===== src/rtl/uart_frame_tx_ctrl_pkg.sv =====
// Shared types and defaults for the UART frame transmit controller.
// Frame layout on the wire: header, length, payload bytes, XOR checksum.
package uart_frame_tx_ctrl_pkg;

  typedef enum logic [1:0] {
    ST_IDLE   = 2'd0,
    ST_ISSUE  = 2'd1,
    ST_WAIT   = 2'd2,
    ST_FINISH = 2'd3
  } state_t;

  localparam int         DEPTH_DEFAULT    = 16;
  localparam logic [7:0] HDR_BYTE_DEFAULT = 8'hAA;

  function automatic logic [7:0] csum_step(input logic [7:0] acc, input logic [7:0] b);
    return acc ^ b;
  endfunction

endpackage


===== src/rtl/uart_tx_fifo.sv =====
// Payload byte FIFO: first-word-fall-through read, pushes while full are dropped.
// Pointers wrap naturally because DEPTH is a power of two.
module uart_tx_fifo #(
  parameter int DEPTH = 16
) (
  input  logic                     clk,
  input  logic                     rst,
  input  logic                     push,
  input  logic                     pop,
  input  logic [7:0]               din,
  output logic [7:0]               dout,
  output logic [$clog2(DEPTH):0]   cnt,
  output logic                     full
);

  localparam int AW = $clog2(DEPTH);

  logic [7:0]    mem [DEPTH];
  logic [AW-1:0] wr_ptr_reg;
  logic [AW-1:0] rd_ptr_reg;
  logic [AW:0]   cnt_reg;
  logic          do_push;
  logic          do_pop;

  assign full    = (cnt_reg == (AW+1)'(DEPTH));
  assign do_push = push && !full;
  assign do_pop  = pop && (cnt_reg != '0);
  assign dout    = mem[rd_ptr_reg];
  assign cnt     = cnt_reg;

  always_ff @(posedge clk) begin
    if (do_push) begin
      mem[wr_ptr_reg] <= din;
    end
  end

  always_ff @(posedge clk or posedge rst) begin
    if (rst) begin
      wr_ptr_reg <= '0;
      rd_ptr_reg <= '0;
      cnt_reg    <= '0;
    end else begin
      if (do_push) begin
        wr_ptr_reg <= wr_ptr_reg + AW'(1);
      end
      if (do_pop) begin
        rd_ptr_reg <= rd_ptr_reg + AW'(1);
      end
      // A simultaneous push and pop leaves the occupancy unchanged.
      if (do_push && !do_pop) begin
        cnt_reg <= cnt_reg + (AW+1)'(1);
      end else if (do_pop && !do_push) begin
        cnt_reg <= cnt_reg - (AW+1)'(1);
      end
    end
  end

endmodule


===== src/rtl/uart_frame_tx_ctrl.sv =====
// Frame sequencer feeding a byte-level UART transmitter: HDR, LEN, payload, CSUM.
// tx_send_en/tx_data are registered; the payload pop is aligned with tx_send_en.
module uart_frame_tx_ctrl
  import uart_frame_tx_ctrl_pkg::*;
#(
  parameter int         DEPTH    = DEPTH_DEFAULT,
  parameter logic [7:0] HDR_BYTE = HDR_BYTE_DEFAULT
) (
  input  logic                     clk,
  input  logic                     rst,
  input  logic                     wr_en,
  input  logic [7:0]               wr_data,
  output logic                     fifo_full,
  output logic [$clog2(DEPTH):0]   fifo_cnt,
  input  logic                     frame_go,
  output logic                     busy,
  output logic                     frame_done,
  output logic [7:0]               tx_data,
  output logic                     tx_send_en,
  input  logic                     tx_done,
  input  logic                     tx_busy
);

  localparam int CW = $clog2(DEPTH) + 1;

  state_t        state_reg, state_next;
  logic [7:0]    idx_reg, idx_next;
  logic [7:0]    len_reg, len_next;
  logic [7:0]    csum_reg, csum_next;
  logic [7:0]    tx_data_reg, tx_data_next;
  logic          tx_send_en_reg, tx_send_en_next;
  logic          pop_reg, pop_next;
  logic          last_reg, last_next;

  logic [7:0]    fifo_dout;
  logic [CW-1:0] cnt_w;
  logic          is_csum;
  logic          is_payload;
  logic [7:0]    cur_byte;

  uart_tx_fifo #(
    .DEPTH (DEPTH)
  ) u_fifo (
    .clk  (clk),
    .rst  (rst),
    .push (wr_en),
    .pop  (pop_reg),
    .din  (wr_data),
    .dout (fifo_dout),
    .cnt  (cnt_w),
    .full (fifo_full)
  );

  assign fifo_cnt   = cnt_w;
  assign busy       = (state_reg != ST_IDLE);
  assign frame_done = (state_reg == ST_FINISH);
  assign tx_data    = tx_data_reg;
  assign tx_send_en = tx_send_en_reg;

  always_ff @(posedge clk or posedge rst) begin
    if (rst) begin
      state_reg      <= ST_IDLE;
      idx_reg        <= '0;
      len_reg        <= '0;
      csum_reg       <= '0;
      tx_data_reg    <= '0;
      tx_send_en_reg <= 1'b0;
      pop_reg        <= 1'b0;
      last_reg       <= 1'b0;
    end else begin
      state_reg      <= state_next;
      idx_reg        <= idx_next;
      len_reg        <= len_next;
      csum_reg       <= csum_next;
      tx_data_reg    <= tx_data_next;
      tx_send_en_reg <= tx_send_en_next;
      pop_reg        <= pop_next;
      last_reg       <= last_next;
    end
  end

  always_comb begin
    state_next      = state_reg;
    idx_next        = idx_reg;
    len_next        = len_reg;
    csum_next       = csum_reg;
    tx_data_next    = tx_data_reg;
    tx_send_en_next = 1'b0;
    pop_next        = 1'b0;
    last_next       = last_reg;

    // Index 0 = header, 1 = length, LEN+2 = checksum, everything between = payload.
    is_csum    = (idx_reg == len_reg + 8'd2);
    is_payload = (idx_reg >= 8'd2) && !is_csum;
    if (idx_reg == 8'd0) begin
      cur_byte = HDR_BYTE;
    end else if (idx_reg == 8'd1) begin
      cur_byte = len_reg;
    end else if (is_csum) begin
      cur_byte = csum_reg;
    end else begin
      cur_byte = fifo_dout;
    end

    unique case (state_reg)
      ST_IDLE: begin
        if (frame_go) begin
          state_next = ST_ISSUE;
          idx_next   = '0;
          len_next   = 8'(cnt_w);
          csum_next  = 8'(cnt_w);
          last_next  = 1'b0;
        end
      end
      ST_ISSUE: begin
        if (!tx_busy) begin
          tx_data_next    = cur_byte;
          tx_send_en_next = 1'b1;
          pop_next        = is_payload;
          last_next       = is_csum;
          idx_next        = idx_reg + 8'd1;
          state_next      = ST_WAIT;
          if (is_payload) begin
            csum_next = csum_step(csum_reg, fifo_dout);
          end
        end
      end
      ST_WAIT: begin
        if (tx_done) begin
          state_next = last_reg ? ST_FINISH : ST_ISSUE;
        end
      end
      ST_FINISH: begin
        state_next = ST_IDLE;
      end
      default: begin
        state_next = ST_IDLE;
      end
    endcase
  end

endmodule

===== config.mk =====
export PLATFORM = sky130hd
export DESIGN_NAME = uart_frame_tx_ctrl
export DESIGN_NICKNAME = d
export VERILOG_FILES = /design/src/rtl/uart_frame_tx_ctrl_pkg.sv /design/src/rtl/uart_tx_fifo.sv /design/src/rtl/uart_frame_tx_ctrl.sv
export SDC_FILE = /design/constraint.sdc
export NUM_CORES = 1
export LEC_CHECK = 0
export ABC_AREA = 1
export CORE_MARGIN = 8
export CORE_UTILIZATION = 40
export CTS_BUF_LIST = sky130_fd_sc_hd__clkbuf_16
export CTS_CLUSTER_DIAMETER = 120
export DETAILED_ROUTE_END_ITERATION = 7
export PLACE_DENSITY = 0.62
export SLEW_MARGIN = 20
export SYNTH_ARGS = -nofsm -noshare
export SYNTH_HDL_FRONTEND = slang
export SYNTH_SLANG_ARGS = --single-unit

===== constraint.sdc =====
create_clock -name clk -period 2.3 [get_ports clk]
set_input_delay 0.69 -clock clk [delete_from_list [all_inputs] [get_ports clk]]
set_output_delay 0.69 -clock clk [all_outputs]
set_load 0.03 [all_outputs]

==> impl_metrics.toml, run 1 <==
[outcome]
status = "finished with violations"
violations = "negative setup slack"

[logic_synthesis]
synth_commonest_cells = "nand2_1 (281), edfxtp_1 (128), inv_1 (127), nand3_1 (100), nor2_1 (61)"
synth-edff-count = 128
ys_warn_count = 0
seq_area_frac_synth_pct = 60.96
avgSynthCellArea_sq_um = 9.273
synth_most_common_cell = "nand2_1"
synthFlopType = "edfxtp_1"
yosysUniqueCellTypes = 32
synth-seq-cells = 175
synth_area_sq_um = 8234
async_flop_share_pct = 26.86
synth_top_area_cell = "edfxtp_1"
netlist_instances = 888
synth_top_area_share_pct = 46.68
synth_area_leaders = "edfxtp_1 (47%), dfrtp_1 (14%), nand2_1 (13%)"
synth.net_count = 917

[sta]
worstMarginPinSlew_ns = 0.6625
post-route-period-util_pct = 100.3
setup_viol = 1
rsz0062_at_grt = "true"
hold_ws_ns = 0.4822
fin_crit_ns = 2.307
slew_viol_final = 0
hold_viol = 0
maxSlewHeadroom_pct = 55.56
finalClockSkew_ns = 0.01975
final.setup.worst_slack_ns = -0.006708
max_freq_mhz = 433.5

[job]
drv_cap = 0

[placement]
place_ws_ns = -0.3296
hpwl_microns = 12530
dp_cells = 1213
place_congestion = 0.8104
place_area_sq_um = 9161
io_buffers = 30

[routing]
wirelength_microns = 19060
wl_per_cell_microns = 15.27
ant_nets = 0
vias = 6007
drcViolationCount = 0
drtIter0Drc = 396
via_per_inst = 4.813
drtPass1Iterations = 4

[setup_path]
path_class = "reg -> out"
cp-start-kind = "flop"
r2r_cells = 13
crit_fanout = 2
critical_path_arrival_ns = 1.62
endpoint_kind = "primary output"
worstPathRequired_ns = 1.61
rrSetupSlack_ns = 0.05
r2r-end = "u_fifo.cnt[4]"
rr_startpoint = "u_fifo.cnt[1]"

[clock_network]
h-tree-depth = 4
clockBufferDepth = 2
cts_root_buf = "clkbuf_16"
cts_tree = "done"
clk_latency_ns = 0.44
cts_buffers = 17
cts-hold-fix-buffers = 0
cts_sinks = 175
clkTransAtPathRegs_ns = 0.08

[floorplan]
fp.dieH_microns = 159.5
start_util_pct = 40.69
num_rows = 52
num_io_pins = 31
core_area_sq_um = 20230
die_x_microns = 159.5
dieArea_sq_um = 25430

[power]
p_switching_uw = 5117
cellPowerDensity_nw_per_um2 = 1252
clkPwrFrac_pct = 23.5
ir_drop_mv = 0.5349
p_leak_uw = 0.004408
pwr-share-comb_pct = 41.4
internal_power_uw = 7186
p_sw_share_pct = 41.59
power.share.sequential_pct = 35.1

[final_layout]
drive_gt1_share_pct = 12.88
largest_reg_flops = 128
diodes = 0
stdcell_area_sq_um = 9823
layout.nets = 994
fin_cells = 1248
largest-register = "u_fifo.mem"
areaGrowthSynthToFinish_pct = 19.30
fin_util_pct = 48.55

[global_route]
grt_usage_pct = 15.11
grt_pass1_wl_microns = 30440
grt-ovfl-total = 0
grt_pass1_vias = 5593
antenna_found_initial = 0
grt_max_degree = 68

[hold_path]
hp-class = "reg -> reg"
hold_depth = 2
min_from = "tx_data[2]"
min_to = "tx_data[2]"
==> power by group through the flow <==
stage	Sequential (uW)	Combinational (uW)	Clock, uW
floorplan	4520	3180	0
global placement	4360	4950	0
detailed placement	4370	5020	0
CTS	4320	5000	2930
global route	4380	5730	3040
finish	4320	5100	2890
==> cells in the final DEF (no fill, tap or decap), types with 6 or more instances in the layout <==
| cell type | n |
|---|---|
| buf_4 | 51 |
| nor2_1 | 61 |
| clkdlybuf4s50_1 | 23 |
| a21oi_1 | 27 |
| nand3_1 | 100 |
| ha_1 | 12 |
| o21ai_0 | 26 |
| inv_1 | 123 |
| inv_8 | 8 |
| xor2_1 | 7 |
| o21ai_1 | 6 |
| dfrtp_1 | 43 |
| dlygate4sd2_1 | 6 |
| clkbuf_16 | 17 |
| edfxtp_1 | 128 |
| nand2_2 | 9 |
| nand2_1 | 276 |
==> per-stage QoR <==
| step | total power [uW] | TNS (ns) |
|---|---|---|
| 2_1_floorplan | 7699 | 0 |
| 3_3_place_gp | 9312 | -0.6785 |
| 3_5_place_dp | 9391 | -0.7575 |
| 4_1_cts | 12260 | 0 |
| 5_1_grt | 13160 | -0.1798 |
| 6_report | 12300 | -0.006708 |
==> logic make-up after synthesis <==
group	Yosys count	share of synthesized area, %
buffers and inverters	161	8.099
AND/OR/NAND/NOR	464	23.64
flip-flops	175	60.96
adder cells (fa/ha/maj)	15	2.370
XOR/XNOR	8	0.8510
AO/OA/AOI/OAI	65	4.072
==> layer usage <==
layer	vias up	global-route usage (%)	share of wire, %
met3	25	2.353	3.2
met5	-	0	0
li1	3003	-	-
met4	0	5.875	1.7
met2	111	24.35	49
met1	2868	20.10	46
==> area by class of cell <==
class,instances,area (sq um)
clock buffers,17,425.4
well taps,270,337.8
fillers,1870,10410
inverters,133,506.7
flip-flops and latches,175,5025
multi-input cells,552,2610
clock inverters,15,158.9
repair buffers,86,759.5
==> what timing repair did <==
item	in CTS	in global routing
setup endpoints to repair	9	3
gates resized for setup	7	15
pin swaps	0	14
setup buffers	0	3
==> worst max-delay path by stage <==
stage                               end  depth (start not counted)           from  slack, ns
after detailed placement  u_fifo.cnt[4]                         13          wr_en      -0.33
after global routing      u_fifo.cnt[3]                         15  u_fifo.cnt[0]      -0.07
after global placement    u_fifo.cnt[4]                         13          wr_en      -0.32
after CTS                 u_fifo.cnt[4]                         13  u_fifo.cnt[3]       0.02
after floorplan           u_fifo.cnt[4]                         14  u_fifo.cnt[3]      0.008
final                         fifo_full                          5  u_fifo.cnt[1]     -0.007
==> worst max-delay path, stage by stage (launching register included) <==
cell and delay [ns]:
dfrtp_2 0.43, nor4_4 0.34, nand2_2 0.12, buf_6 0.13
inv_2 0.04, buf_6 0.12
Note: power is estimated with default switching activity, not from simulation.
==> inputs of run 2 (changes only) <==
--- a/config.mk
+++ b/config.mk
@@ -7,11 +7,12 @@
 export LEC_CHECK = 0
 export ABC_AREA = 1
 export CORE_MARGIN = 8
-export CORE_UTILIZATION = 40
+export CORE_UTILIZATION = 55
 export CTS_BUF_LIST = sky130_fd_sc_hd__clkbuf_16
 export CTS_CLUSTER_DIAMETER = 120
 export DETAILED_ROUTE_END_ITERATION = 7
-export PLACE_DENSITY = 0.62
+export MAX_ROUTING_LAYER = met4
+export PLACE_DENSITY = 0.8
 export SLEW_MARGIN = 20
 export SYNTH_ARGS = -nofsm -noshare
 export SYNTH_HDL_FRONTEND = slang
==> run 2 against run 1 <==
Against the previous run: clock skew shrank 0.0091 ns; sequential share of layout area grew 0.97 points; worst setup slack lost 0.022 ns; maximum frequency shrank 0.95%; the flow still finishes with violations (negative setup slack); worst hold slack lost 0.0056 ns; clock power shrank 6%; first-iteration DRC count grew 72%.
==> impl_metrics.toml, run 2 (synthesis gave the netlist of run 1 again) <==
[outcome]
status = "finished with violations"
violations = "negative setup slack"

[clock_network]
cts_root_buf = "clkbuf_16"
clockBufferDepth = 2
clk_latency_ns = 0.43
h-tree-depth = 4
clkTransAtPathRegs_ns = 0.06
cts_tree = "done"
cts_sinks = 175
cts_buffers = 17

[sta]
setup_viol = 1
slew_viol_final = 0
max_freq_mhz = 429.4
final.setup.worst_slack_ns = -0.02886
hold_viol = 0
finalClockSkew_ns = 0.01065
fin_crit_ns = 2.329
finalSetupTns_ns = -0.02886
worstMarginPinSlew_ns = 0.6810
maxSlewHeadroom_pct = 54.46
rsz0062_at_grt = "true"
post-route-period-util_pct = 101.3

[floorplan]
start_util_pct = 56.44
dieArea_sq_um = 19140
num_rows = 44
fp.dieH_microns = 138.4
core_area_sq_um = 14590
die_x_microns = 138.4
num_io_pins = 31

[placement]
place_congestion = 0.8472
io_buffers = 30
place_area_sq_um = 9026
hpwl_microns = 11710
dp_cells = 1120

[final_layout]
fin_cells = 1153
fin_util_pct = 66.08
diodes = 0
layout.nets = 986
areaGrowthSynthToFinish_pct = 17.08
largest_reg_flops = 128
final_common_cell = "nand2_1"
final_cell_mix = "nand2_1 (279), edfxtp_1 (128), inv_1 (125)"
drive_gt1_share_pct = 11.35
stdcell_area_sq_um = 9641
largest-register = "u_fifo.mem"

[hold_path]
hp-class = "reg -> reg"

[setup_path]
path_class = "reg -> reg"
cp-startpoint = "u_fifo.cnt[0]"
crit_chain = "nor4_4 -> nand2_1 -> nand2_2 -> inv_2 -> ha_4 -> inv_4 -> buf_4 -> ha_1 -> nand2_1 -> nand2_1 -> a21oi_1 -> inv_1 -> o21ai_1 -> a21oi_1 -> a21oi_1"
crit_slowest_cell = "dfrtp_2"
crit_fanout = 4
critical_path_arrival_ns = 2.68
slowest_delay_ns = 0.42
r2r-end = "u_fifo.cnt[3]"
cp-endpoint = "u_fifo.cnt[3]"
rrSetupSlack_ns = -0.03
worstPathRequired_ns = 2.65
rr_startpoint = "u_fifo.cnt[0]"
cp-start-kind = "flop"
r2r_cells = 15
endpoint_kind = "flop"

[global_route]
grt_usage_pct = 19.90
antenna_found_initial = 0
grt_pass1_wl_microns = 29640
grt_pass1_vias = 5874
grt-ovfl-total = 0
grt_max_degree = 68

[routing]
drtPass1Iterations = 5
drcViolationCount = 0
via_per_inst = 5.344
wirelength_microns = 18420
vias = 6162
wl_per_cell_microns = 15.98
drtIter0Drc = 682
ant_nets = 0

[power]
ir_drop_mv = 0.8369
p_leak_uw = 0.004366
cellPowerDensity_nw_per_um2 = 1261
total_power_uw = 12150

[job]
drv_cap = 0
[run 2: cell count changes in the layout (fill, tap and decap cells not counted), sizes merged, moves of 2 or more]
cell / before / now
inv: 141 / 135
buf: 57 / 49
clkinv: 7 / 9
clkinvlp: 0 / 2
[run 2: final cells by class]
type | count | area [sq um]
Sequential cell | 175 | 5025
Fill cell | 1044 | 4949
Multi-Input combinational cell | 552 | 2599
Timing Repair Buffer | 78 | 716.9
Inverter | 133 | 506.7
Clock buffer | 17 | 425.4
Tap cell | 184 | 230.2
Clock inverter | 14 | 137.6
[run 2: routing by layer]
metal	global-route usage, %	part of all wire [%]
met4	8.524	2.5
met1	24.07	42
met5	-	0
met2	32.19	49
met3	3.630	6.5
[run 2: stage by stage]
stage          hold slack (ns)  setup slack, ns
6_report                0.4766         -0.02886
5_1_grt                 0.5221          -0.2221
4_1_cts                 0.4832        -0.008290
3_5_place_dp            0.4662          -0.3505
3_3_place_gp            0.4632          -0.3022
2_1_floorplan           0.4537         0.008302
[run 2: power by group]
group | internal [uW] | switching [uW] | total [uW]
sequential | 3970 | 346 | 4310
clock | 1500 | 1230 | 2730
combinational | 1780 | 3340 | 5110
[run 2: worst min-delay path by stage]
stage / from / slack (ns) / depth (start not counted) / to
floorplan: last_reg / 0.45 / 2 / last_reg
detailed placement: tx_data[4] / 0.47 / 2 / tx_data[4]
global route: tx_data[6] / 0.52 / 2 / tx_data[6]
CTS: tx_data[4] / 0.48 / 2 / tx_data[4]
finish: tx_data[4] / 0.48 / 2 / tx_data[4]
global placement: tx_data[0] / 0.46 / 2 / tx_data[0]
[run 2: timing repair]
item / in CTS / in global routing
setup buffers: 0 / 2
hold buffers: 0 / 0
setup endpoints to repair: 7 / 3
pin swaps: 0 / 9
cloned: 0 / 0
resized for setup: 6 / 8
[run 2: critical path: cells and delay by family, from the launching register on]
family                     cells  cell delay [ns]
buffers and inverters          4             0.32
AOI/OAI and AO/OA              4             0.49
adders and majority gates      2             0.37
DFF                            1             0.42
and+or+nand+nor                5             0.65
==> inputs of run 3 (changes only) <==
--- a/config.mk
+++ b/config.mk
@@ -6,6 +6,7 @@
 export NUM_CORES = 1
 export LEC_CHECK = 0
 export ABC_AREA = 1
+export CORE_ASPECT_RATIO = 0.8
 export CORE_MARGIN = 8
 export CORE_UTILIZATION = 55
 export CTS_BUF_LIST = sky130_fd_sc_hd__clkbuf_16
==> run 3 against run 2 <==
Against the previous run: the flow still finishes with violations (negative setup slack); first-iteration DRC count fell by 7.5%; critical endpoint unchanged; maximum frequency barely moved; via count rose by 1.4%; utilization fell by 0.80 points; highest routed layer unchanged; critical path depth fell by 2; design area rose by 0.31%.
==> impl_metrics.toml, run 3 (synthesis gave the netlist of run 1 again) <==
[final_layout]
largest-register = "u_fifo.mem"
stdcell_area_sq_um = 9671
drive_gt1_share_pct = 11.51
layout.nets = 989
areaGrowthSynthToFinish_pct = 17.44
diodes = 0
final_common_cell = "nand2_1"
largest_reg_flops = 128
final_cell_mix = "nand2_1 (279), edfxtp_1 (128), inv_1 (126)"

[global_route]
grt_usage_pct = 20.74
grt_pass1_wl_microns = 30620
grt_pass1_vias = 6045
antenna_found_initial = 0
grt_max_degree = 36
grt-ovfl-total = 0

[power]
p_leak_uw = 0.004403
ir_drop_mv = 0.6936
clkPwrFrac_pct = 23.1
cellPowerDensity_nw_per_um2 = 1280
internal_power_uw = 7274
p_switching_uw = 5101
p_sw_share_pct = 41.22
power.share.sequential_pct = 35.0
pwr-share-comb_pct = 41.9

[floorplan]
num_rows = 40
num_io_pins = 31
dieArea_sq_um = 19170
start_util_pct = 55.58
fp.dieH_microns = 125.4
die_x_microns = 152.8
core_area_sq_um = 14810

[sta]
slew_viol_final = 0
worstMarginPinSlew_ns = 0.6804
final.setup.worst_slack_ns = -0.02656
setup_viol = 1
max_freq_mhz = 429.8
finalClockSkew_ns = 0.01339
rsz0062_at_grt = "true"
post-route-period-util_pct = 101.2
hold_viol = 0
fin_crit_ns = 2.327
maxSlewHeadroom_pct = 54.50

[clock_network]
h-tree-depth = 4
cts_buffers = 17
clkTransAtPathRegs_ns = 0.07
clk_latency_ns = 0.43
clockBufferDepth = 2
cts_sinks = 175
cts_tree = "done"
cts_root_buf = "clkbuf_16"

[routing]
drtPass1Iterations = 5
via_per_inst = 5.377
wl_per_cell_microns = 16.41
drtIter0Drc = 631
ant_nets = 0
routed.top_layer = "met4"
wirelength_microns = 19070
vias = 6248
wl_met2_microns = 9217
drcViolationCount = 0
met3WireLength_microns = 1502
wl_met1_microns = 7884

[placement]
place_congestion = 0.8697
place_area_sq_um = 9045
place_ws_ns = -0.3754
hpwl_microns = 12330
io_buffers = 30

[setup_path]
endpoint_kind = "flop"
cp-startpoint = "u_fifo.cnt[0]"
path_class = "reg -> reg"
worstPathRequired_ns = 2.65
rr_startpoint = "u_fifo.cnt[0]"
r2r_cells = 13
crit_family = "simple AND/OR/NAND/NOR gates"
critical_path_arrival_ns = 2.68
cp_num_buf_inv = 4
crit_fanout = 4
cp-start-kind = "flop"
crit_chain = "nor4_4 -> nand2_1 -> nand2_2 -> inv_1 -> ha_4 -> inv_4 -> ha_1 -> buf_4 -> a21oi_2 -> inv_1 -> o21ai_1 -> a21oi_1 -> a21oi_1"
cp.depth = 13
crit_slowest_cell = "dfrtp_2"
slowest_delay_ns = 0.43

[hold_path]
hp-class = "reg -> reg"
hold_depth = 2
min_from = "tx_data[4]"

[outcome]
status = "finished with violations"
violations = "negative setup slack"

[job]
drv_cap = 0
run 3: cell count changes in the layout (fill, tap and decap cells not counted), moves of 2 or more:
cell	change
inv_8	+2
buf_4	+5
clkinv_8	+2
clkinv_4	-2
clkinvlp_4	-2
buf_12	-2
inv_6	+2
run 3: stage by stage:
stage | utilization (%) | cells | hold WS [ns] | power [uW] | TNS [ns]
2_1_floorplan | - | 888 | 0.4537 | 7699 | 0
3_3_place_gp | 61.06 | 1130 | 0.4642 | 9233 | -0.6045
3_5_place_dp | 61.06 | 1130 | 0.4654 | 9409 | -0.8521
4_1_cts | 65.06 | 1162 | 0.4840 | 12300 | 0
5_1_grt | 65.28 | 1162 | 0.5056 | 13140 | -0.2393
6_report | 65.28 | 1162 | 0.4770 | 12370 | -0.02656
run 3: final timing paths:
check | end | slack (ns)
hold reg to reg | tx_data[4] | 0.48
setup / recovery | u_fifo.cnt[3] | -0.03
setup reg to reg | u_fifo.cnt[3] | -0.03
max in group asynchronous | tx_data[4] | 1.19
min in group asynchronous | u_fifo.cnt[4] | 0.53
hold / removal | tx_data[4] | 0.48
run 3: power groups by stage:
stage | clock, uW | sequential [uW] | combinational, uW
6_report | 2860 | 4330 | 5190
5_1_grt | 3000 | 4380 | 5760
4_1_cts | 2890 | 4300 | 5110
3_5_place_dp | 0 | 4360 | 5050
3_3_place_gp | 0 | 4340 | 4890
2_1_floorplan | 0 | 4520 | 3180
run 3: worst reg2reg max path, delay by kind of cell (launching register included):
family | cells | cell delay, ns
DFF | 1 | 0.43
adders and majority gates | 2 | 0.40
and+or+nand+nor | 3 | 0.52
AOI/OAI and AO/OA | 4 | 0.49
buffers and inverters | 4 | 0.39
run 3: repair_timing:
item | 4_1_cts | 5_1_grt
pin swaps | 0 | 5
hold endpoints to repair | 0 | 0
buffers inserted | 0 | 0
gates resized for setup | 4 | 8
hold buffers | 0 | 0
cloned | 0 | 0
endpoints found under the setup margin | 4 | 4
run 3: layer usage:
metal	vias up	global-route usage, %
met2	271	32.83
met5	-	-
met4	0	8.362
li1	2998	-
met1	2936	25.98
met3	43	4.062
run 3: area by class of cell:
class                   count  area [sq um]
fillers                  1099          5144
flip-flops and latches    175          5025
multi-input cells         552          2586
repair buffers             81         718.2
inverters                 133         506.7
clock buffers              17         425.4
well taps                 189         236.5
clock inverters            15         172.7
==> edit, RTL diff (flow settings as in run 3) <==
`DEPTH_DEFAULT`: 16 -> 8.
--- a/src/rtl/uart_frame_tx_ctrl_pkg.sv
+++ b/src/rtl/uart_frame_tx_ctrl_pkg.sv
@@ -10,5 +10,5 @@
   } state_t;
 
-  localparam int         DEPTH_DEFAULT    = 16;
+  localparam int         DEPTH_DEFAULT    = 8;
   localparam logic [7:0] HDR_BYTE_DEFAULT = 8'hAA;
 
Interface: changed (resized fifo_cnt); port bits go from 31 to 30. No check against the original RTL was run, so the function may have changed too.
==> edit against run 3 <==
  * Total power shrank 35%
  * Area after synthesis shrank 36%
  * Setup slack better by 0.082 ns
  * Routed wire length is 40% lower
  * Sequential cell count down 68
  * Synthesized cell count down 33%
  * Sequential share of layout area shrank 2.4 points
  * Cell area fell by 37%
  * Critical path depth down 11
  * Global-route usage shrank 1.2 points
  * Critical endpoint is now fifo_cnt[0]
==> edit: results (changes against run 3) <==
{
  "weighted_congestion_at_the_end_of_routability_driven_global_placement": {"value": 0.8555, "change": "was 0.8697"},
  "detail_route.wl_per_cell": {"value": 15.01, "unit": "um", "change": "was 16.41 um"},
  "detailed_place.area": {"value": 5768, "unit": "um2", "change": "was 9045 um2"},
  "yosysSeqAreaShare": {"value": 57.22, "unit": "%", "change": "was 60.96%"},
  "postSynthCellCount": {"value": 593, "change": "was 888"},
  "worst-endpoint-arrival": {"value": 1.55, "unit": "ns", "change": "was 2.68 ns"},
  "worst_path_dominant_cell_family": {"value": "buffers and inverters", "change": "was simple AND/OR/NAND/NOR gates"},
  "cts.htree.levels": {"value": 3, "change": "was 4"},
  "netSwitchingFraction": {"value": 42.34, "unit": "%", "change": "was 41.22%"},
  "max_slew_margin": {"value": 52.63, "unit": "%", "change": "was 54.50%"},
  "critical-path-slowest-cell": {"value": "clkdlybuf4s50_1", "change": "was dfrtp_2"},
  "setup_slack_of_the_worst_register_to_register_path": {"value": 0.17, "unit": "ns", "change": "was -0.03 ns"},
  "vias_in_the_first_global_route": {"value": 4082, "change": "was 6,045"},
  "run_status": {"value": "finished clean", "change": "was finished with violations"},
  "hpwlAfterDp": {"value": 8253, "unit": "um", "change": "was 12,330 um"},
  "synth_async_reset_ratio": {"value": 40.19, "unit": "%", "change": "was 26.86%"},
  "largest_register_ff_count": {"value": 64, "change": "was 128"},
  "drt-total-wl": {"value": 11480, "unit": "um", "change": "was 19,070 um"},
  "fin_worst_hold_slack": {"value": 0.4864, "unit": "ns", "change": "was 0.4770 ns"},
  "cp_slowest_stage_delay": {"value": 0.69, "unit": "ns", "change": "was 0.43 ns"},
  "worst_clock_skew": {"value": 0.007977, "unit": "ns", "change": "was 0.01339 ns"},
  "critPathMaxFanout": {"value": 6, "change": "was 4"},
  "dp_worst_setup_slack": {"value": -0.2940, "unit": "ns", "change": "was -0.3754 ns"},
  "hold-path-cell-count": {"value": 2, "change": "unchanged"},
  "grt_use_total": {"value": 19.57, "unit": "%", "change": "was 20.74%"},
  "layout.filler_cells": {"value": 741, "change": "was 1,099"},
  "worst_skew_pair.late_latency": {"value": 0.34, "unit": "ns", "change": "was 0.43 ns"},
  "hold_path_class": {"value": "flip-flop to flip-flop", "change": "unchanged"},
  "syn_nets": {"value": 618, "change": "was 917"},
  "grt_first_pass_wirelength": {"value": 19520, "unit": "um", "change": "was 30,620 um"},
  "synth_common_cells": {"value": "nand2_1, inv_1, nand3_1", "change": "was nand2_1, edfxtp_1, inv_1"},
  "final_net_count": {"value": 666, "change": "was 989"},
  "synth-edff-count": {"value": 64, "change": "was 128"},
  "layout-drive-gt1-share": {"value": 9.133, "unit": "%", "change": "was 11.51%"},
  "dpl.cell_count": {"value": 749, "change": "was 1,130"},
  "drt-vias-per-instance": {"value": 5.328, "change": "was 5.377"},
  "cellLeakagePower": {"value": 2.870, "unit": "nW", "change": "was 4.403 nW"},
  "cts-buffers-inserted": {"value": 9, "change": "was 17"},
  "largest_net_degree_at_the_start_of_global_routing": {"value": 44, "change": "was 36"},
  "numPortBuffers": {"value": 29, "change": "was 30"}
}
-- edit: cell types whose count changed after synthesis, moves of 18 or more --
cell and delta:
nand2_1 -78, edfxtp_1 -64, inv_1 -48, nand3_1 -31, nor2_1 -24, a21oi_1 -18
-- edit: final cells by class --
| type | instances | share of cell area, % |
|---|---|---|
| Clock buffer | 10 | 4.134 |
| Multi-Input combinational cell | 386 | 30.26 |
| Clock inverter | 6 | 0.4547 |
| Timing Repair Buffer | 52 | 7.875 |
| Sequential cell | 107 | 49.52 |
| Tap cell | 119 | 2.460 |
| Inverter | 85 | 5.291 |
-- edit: worst reg2reg max path: cells and delay by family (launching register included) --
| kind | cells | cell delay, ns |
|---|---|---|
| AOI/OAI and AO/OA | 1 | 0.14 |
| DFF | 1 | 0.44 |
| and+or+nand+nor | 7 | 0.62 |
| xor gates and xnor gates | 1 | 0.13 |
| adders and majority gates | 2 | 0.51 |
| buffers and inverters | 2 | 0.18 |
-- edit: cell families after synthesis --
family,synth area share (%)
xor+xnor,1.170
simple gates,27.51
compound gates,3.391
flops,57.22
fa+ha+maj,2.770
buf+inv,7.929
-- edit: timing repair --
action / CTS / global route
endpoints found under the setup margin: 1 / 2
pin swaps: 0 / 1
gates resized for setup: 1 / 4
buffers inserted: 0 / 0
-- edit: worst max-delay path by stage --
stage,from,end,slack [ns]
2_1_floorplan,u_fifo.cnt[0],u_fifo.cnt[3],0.13
3_5_place_dp,wr_en,u_fifo.cnt[3],-0.29
4_1_cts,state_reg[0],busy,0.008
6_report,u_fifo.cnt[0],fifo_cnt[0],0.06
5_1_grt,u_fifo.cnt[1],u_fifo.cnt[3],-0.002
3_3_place_gp,wr_en,u_fifo.cnt[3],-0.13
-- edit: layer usage --
layer / up-vias / wire length, um / GRT usage, % / part of all wire [%]
met5: - / 0 / - / 0
met4: 0 / 146 / 6.063 / 1.3
met3: 13 / 603 / 4.252 / 5.3
met2: 130 / 5538 / 31.61 / 48
met1: 1949 / 5195 / 24.57 / 45
li1: 1984 / - / - / -
-- edit: power by group through the flow --
stage          clock [mW]  combinational (mW)  sequential [mW]
2_1_floorplan           0                2.44             3.02
3_3_place_gp            0                3.51             2.88
3_5_place_dp            0                3.69             2.90
4_1_cts              1.45                3.72             2.87
5_1_grt              1.52                4.20             2.93
6_report             1.43                3.73             2.87
